## src/rtl/ir_nec_pkg.sv

```systemverilog
// Shared NEC protocol definitions for the IR transmitter.
// States, unit durations and the mark decode used by ir_xmt.
package ir_nec_pkg;

   typedef enum logic [3:0] {
      S_IDLE,
      S_LEADER,
      S_LSPACE,
      S_BIT_MARK,
      S_BIT_SPACE,
      S_STOP_MARK,
      S_GAP,
      S_REP_LEADER,
      S_REP_SPACE,
      S_REP_MARK
   } state_t;

   localparam int LEADER_U    = 16;
   localparam int LSPACE_U    = 8;
   localparam int RSPACE_U    = 4;
   localparam int BIT_U       = 1;
   localparam int ONE_SPACE_U = 3;
   localparam int NBITS       = 32;

   function automatic logic is_mark(input state_t s);
      return s inside {S_LEADER, S_BIT_MARK, S_STOP_MARK,
                       S_REP_LEADER, S_REP_MARK};
   endfunction

endpackage

```

## src/rtl/ir_carrier_gen.sv

```systemverilog
// Free-running IR carrier, restarted at each burst so it begins high.
module ir_carrier_gen #(
   parameter int DIV = 711,
   parameter int HI  = 237
) (
   input  logic clk27,
   input  logic reset,
   input  logic restart,
   output logic carrier
);

   localparam int CW = (DIV > 1) ? $clog2(DIV) : 1;
   localparam logic [CW-1:0] LAST = CW'(DIV - 1);
   localparam logic [CW-1:0] HI_C = CW'(HI);

   logic [CW-1:0] cnt;

   always_ff @(posedge clk27) begin
      if (reset || restart || cnt == LAST)
         cnt <= '0;
      else
         cnt <= cnt + 1'b1;
   end

   assign carrier = cnt < HI_C;

endmodule

```

## src/rtl/ir_xmt.sv

```systemverilog
// NEC IR transmitter: 16-bit code in, full frame and repeat codes out.
// Define IR_TX_CARRIER_EN to modulate ir_tx with the 38 kHz carrier.
module ir_xmt
   import ir_nec_pkg::*;
#(
   parameter int UNIT_CYCLES = 15188,
   parameter int FRAME_UNITS = 196
`ifdef IR_TX_CARRIER_EN
   ,
   parameter int CARRIER_DIV = 711,
   parameter int CARRIER_HI  = 237
`endif
) (
   input  logic        clk27,
   input  logic        reset,
   input  logic [15:0] code,
   input  logic        code_valid,
   output logic        code_ready,
   input  logic        hold,
   output logic        busy,
   output logic        ir_tx,
   output logic        ir_tx_env_n,
   output logic [7:0]  frame_cnt
);

   localparam int UW = (UNIT_CYCLES > 1) ? $clog2(UNIT_CYCLES) : 1;
   localparam logic [UW-1:0] U_LAST = UW'(UNIT_CYCLES - 1);
   localparam logic [7:0] P_LAST = 8'(FRAME_UNITS - 1);
   localparam logic [4:0] B_LAST = 5'(NBITS - 1);

   state_t        state, nxt;
   logic          rdy;
   logic          env_n;
   logic [UW-1:0] unit_cnt;
   logic [7:0]    pcnt;
   logic [4:0]    ucnt;
   logic [4:0]    dur;
   logic [31:0]   sr;
   logic [4:0]    bit_cnt;
   logic          unit_tick, accept, done, gap_exit;

   assign unit_tick = unit_cnt == U_LAST;
   assign accept    = code_valid & rdy;
   assign gap_exit  = state == S_GAP && unit_tick && pcnt == P_LAST;

   always_comb begin
      nxt = state;
      dur = 5'(BIT_U);
      unique case (state)
         S_LEADER, S_REP_LEADER: dur = 5'(LEADER_U);
         S_LSPACE:               dur = 5'(LSPACE_U);
         S_REP_SPACE:            dur = 5'(RSPACE_U);
         S_BIT_SPACE:            dur = sr[0] ? 5'(ONE_SPACE_U) : 5'(BIT_U);
         default:                dur = 5'(BIT_U);
      endcase
      done = unit_tick && ucnt == dur - 5'd1;
      unique case (state)
         S_IDLE:       if (accept) nxt = S_LEADER;
         S_LEADER:     if (done) nxt = S_LSPACE;
         S_LSPACE:     if (done) nxt = S_BIT_MARK;
         S_BIT_MARK:   if (done) nxt = S_BIT_SPACE;
         S_BIT_SPACE:
            if (done) nxt = (bit_cnt == B_LAST) ? S_STOP_MARK : S_BIT_MARK;
         S_STOP_MARK:  if (done) nxt = S_GAP;
         S_GAP:
            if (gap_exit) nxt = hold ? S_REP_LEADER : S_IDLE;
         S_REP_LEADER: if (done) nxt = S_REP_SPACE;
         S_REP_SPACE:  if (done) nxt = S_REP_MARK;
         S_REP_MARK:   if (done) nxt = S_GAP;
         default:      nxt = S_IDLE;
      endcase
   end

   always_ff @(posedge clk27) begin
      if (reset) begin
         state <= S_IDLE;
         rdy   <= 1'b0;
         env_n <= 1'b1;
      end else begin
         state <= nxt;
         rdy   <= nxt == S_IDLE;
         env_n <= ~is_mark(nxt);
      end
   end

   always_ff @(posedge clk27) begin
      if (reset) begin
         unit_cnt  <= '0;
         pcnt      <= '0;
         ucnt      <= '0;
         sr        <= '0;
         bit_cnt   <= '0;
         frame_cnt <= '0;
      end else begin
         if (accept || unit_tick)
            unit_cnt <= '0;
         else
            unit_cnt <= unit_cnt + 1'b1;
         if (accept || (gap_exit && hold))
            pcnt <= '0;
         else if (unit_tick)
            pcnt <= pcnt + 8'd1;
         if (nxt != state)
            ucnt <= '0;
         else if (unit_tick)
            ucnt <= ucnt + 5'd1;
         // NEC order on air: addr, ~addr, cmd, ~cmd, each LSB first
         if (accept) begin
            sr      <= {~code[7:0], code[7:0], ~code[15:8], code[15:8]};
            bit_cnt <= '0;
         end else if (state == S_BIT_SPACE && done) begin
            sr      <= sr >> 1;
            bit_cnt <= bit_cnt + 5'd1;
         end
         if (state == S_STOP_MARK && done)
            frame_cnt <= frame_cnt + 8'd1;
      end
   end

   assign code_ready  = rdy;
   assign busy        = state != S_IDLE;
   assign ir_tx_env_n = env_n;

`ifdef IR_TX_CARRIER_EN
   logic carrier;

   ir_carrier_gen #(
      .DIV(CARRIER_DIV),
      .HI (CARRIER_HI)
   ) u_carrier (
      .clk27  (clk27),
      .reset  (reset),
      .restart(is_mark(nxt) && env_n),
      .carrier(carrier)
   );

   assign ir_tx = ~env_n & carrier;
`else
   assign ir_tx = ~env_n;
`endif

endmodule

```

## config.mk

```make
export PLATFORM = sky130hd
export DESIGN_NAME = ir_xmt
export DESIGN_NICKNAME = d
export VERILOG_FILES = /design/src/rtl/ir_nec_pkg.sv /design/src/rtl/ir_carrier_gen.sv /design/src/rtl/ir_xmt.sv
export SDC_FILE = /design/constraint.sdc
export NUM_CORES = 1
export LEC_CHECK = 0
export BUFFER_PORTS_ARGS = -buffer_cell sky130_fd_sc_hd__buf_2
export CAP_MARGIN = 40
export CORE_ASPECT_RATIO = 1.1
export CORE_MARGIN = 8
export CORE_UTILIZATION = 30
export DETAILED_ROUTE_END_ITERATION = 12
export GPL_ROUTABILITY_DRIVEN = 1
export MAX_ROUTING_LAYER = met4
export PLACE_DENSITY = 0.57
export SLEW_MARGIN = 20
export SYNTH_ARGS = -nofsm -noshare
export SYNTH_HDL_FRONTEND = slang
export SYNTH_SLANG_ARGS = --single-unit
```

## constraint.sdc

```tcl
create_clock -name clk27 -period 4.2 [get_ports clk27]
set_input_delay 0.21 -clock clk27 [delete_from_list [all_inputs] [get_ports clk27]]
set_output_delay 0.21 -clock clk27 [all_outputs]
set_load 0.02 [all_outputs]
```

==> impl_metrics.yaml <==
drt:
  firstDrtPassIters: 4
  routedWlPerCell_um: 13.5
  drtIter0Drc: 159
  vias: 3116
  routed_wirelength_mm: 8.44
  ant_nets: 0
  viasPerCell: 4.99
  drc: 0
critical_path:
  reg2reg_from: "state[3]"
  path_buf_inv: 1
  cp_data_arrival_time_ns: 3.87
  crit_path_cell_trace: "clkinv_1 -> a211oi_1 -> a21o_1 -> ha_1 -> a21oi_1 -> o31ai_1 -> o2111ai_4 -> a211o_1 -> a31oi_1 -> and4_1"
  r2r_end: "code_ready"
  critPathTopFamily: "compound AO/OA/AOI/OAI gates"
  slowest_stage: "dfxtp_1"
  crit_type: "flop to flop"
  worst_r2r_path_depth: 10
  rrSetupSlack_ns: 0.59
  crit_path_max_fanout: 12
  cp-startpoint: "state[3]"
  start_kind: "flop"
  critPathMaxStageDelay_ns: 0.52
  required_ns: 4.47
  endpoint_kind: "flop"
place:
  pre_cts_ws_ns: 0.663
  globalplace.congestion: 0.864
  dp_hpwl_mm: 5.85
  io_buffer_count: 31
  dpl.cell_count: 608
grt:
  grt_pass1_wl_mm: 14.0
  grt-ovfl-total: 0
  grt_max_degree: 49
  track_usage: 0.101
  antenna_found_initial: 0
  grt_pass1_vias: 3015
logic_synthesis:
  yosys_warnings: 0
  ys_ff_latch: 78
  yosysUniqueCellTypes: 58
  netlist_area_sq_mm: 0.00393
  synth_fp_nets: 463
  ys_seq_area_frac: 0.397
  synth_edf_count: 0
  synthCells: 436
  synth-main-ff-cell: "dfxtp_1"
  syn_area_per_cell_sq_um: 9.01
  async_flop_share: 0
clocking:
  clkTransAtPathRegs_ns: 0.06
  postCtsSetupBuffers: 0
  post_cts_resized: 0
  cts_buffers: 9
  cts_tree: "built"
  hold_buffers: 0
  cts-root-buf: "clkbuf_16"
  clock-sinks: 78
  clock_latency_ns: 0.33
  clock_tree.buffer_depth: 2
  h-tree-depth: 3
cells_and_area:
  drive_above_1_share: 0.166
  final_cell_mix: "dfxtp_1, nor2_1, mux2i_1, buf_2, a21oi_1"
  final_common_cell: "dfxtp_1"
  instances_no_fill: 625
  n_antenna_cell: 0
  multiInputGateArea_sq_mm: 0.00218
  syn2layout_area_growth_pct: 14.2
  fill_cells: 1360
  ff_latch_area_sq_mm: 0.00156
  layout.nets: 486
sta:
  setup_viol_count_final: 0
  tightest_slew_ns: 0.746
  clock.fmax_mhz: 277
  fin_ws_ns: 0.595
  skew_ns: 0.00949
  fin_crit_ns: 3.61
  slew_headroom: 0.496
  drv_slew: 0
  grt_setup_unrepaired: "false"
  fin_tns_setup_ns: 0
  min_period_over_period: 0.858
  timing.final.hold_violations: 0
hold_path:
  hp-class: "input pin to flop"
  hold_depth: 2
  min_to: "state[3]"
  hp-start: "reset"
floorplanning:
  dieArea_sq_mm: 0.0170
  ios: 32
  design.core.area_sq_mm: 0.0130
  row_count: 44
  fp.dieH_um: 136
  die_w_um: 125
  initial_core_util: 0.302
pwr:
  power_mw: 1.63
  peakVddDrop_mv: 0.155
  leakage_nw: 1.64
  powerDensity_mw_per_mm2: 364
flow_run:
  cap_violations: 0
status:
  status: "finished clean"
[cells in the mapped netlist, types with 2 or more instances]
library cell	number	area, sq um
a211o_1	2	17.5
a211oi_1	17	128
a21oi_1	26	130
a31o_2	15	131
a31oi_1	2	12.5
and2_1	6	37.5
and3_1	5	31.3
buf_12	2	40.0
buf_2	2	10.0
clkbuf_1	20	75.1
dfxtp_1	78	1560
ha_1	7	87.6
inv_1	10	37.5
mux2i_1	35	350
nand2_1	24	90.1
nand2b_1	2	12.5
nand3_1	15	75.1
nand4_1	12	75.1
nor2_1	59	221
nor2b_1	2	12.5
nor3_1	7	35.0
nor4_1	2	12.5
nor4b_1	2	17.5
o211ai_1	3	22.5
o21ai_0	8	40.0
o31ai_1	2	15.0
or2_1	2	12.5
or3_1	5	31.3
or4_1	4	30.0
xnor2_1	16	140
xor2_1	17	149
[state kept, by name, indices dropped and copies added, names as in the netlist]
name and count:
state 4, pcnt 8, code_ready 1, sr 32, bit_cnt 5, ucnt 5, frame_cnt 8, unit_cnt 14
ir_tx_env_n 1
[how the worst max path moves through the flow]
stage                   to  cells past startpoint
6_report        code_ready                     10
5_1_grt              sr[1]                     11
4_1_cts         code_ready                     10
3_5_place_dp    code_ready                     10
3_3_place_gp    code_ready                     11
2_1_floorplan  ir_tx_env_n                     11
[cells by family after synthesis]
kind of cell,share of synthesized area
buf+inv,0.0471
mux,0.0920
xor+xnor,0.0736
simple gates,0.210
flops,0.397
fa+ha+maj,0.0223
compound gates,0.157
[layer usage]
layer | routed length [um] | GRT usage | vias up
met4 | 128 | 0.0366 | 0
met3 | 207 | 0.0192 | 9
met2 | 4060 | 0.170 | 42
met1 | 4050 | 0.118 | 1460
li1 | - | - | 1605
met5 | 0 | - | -
[per-stage QoR]
stage,hold WS [ns],cell area [sq um],utilization
4_1_cts,0.173,4470,0.344
6_report,0.136,4490,0.345
2_1_floorplan,0.393,3930,-
3_5_place_dp,0.452,4200,0.323
3_3_place_gp,0.428,4200,0.323
5_1_grt,0.144,4490,0.345
[power by group]
group          internal (mW)  switching [mW]  leakage [nW]
combinational         0.0568          0.0776         0.885
sequential             0.771          0.0224         0.635
clock                  0.400           0.305         0.122
total                   1.23           0.405          1.64
[final cells by class]
| type | count | area share |
|---|---|---|
| sequential | 78 | 0.348 |
| clock buffer | 11 | 0.0519 |
| multi-input combinational | 321 | 0.486 |
| clock inverter | 5 | 0.00808 |
| inverter | 11 | 0.00920 |
| timing repair buffer | 38 | 0.0519 |
| tap | 161 | 0.0449 |
Note: power is estimated with default switching activity, not from simulation.
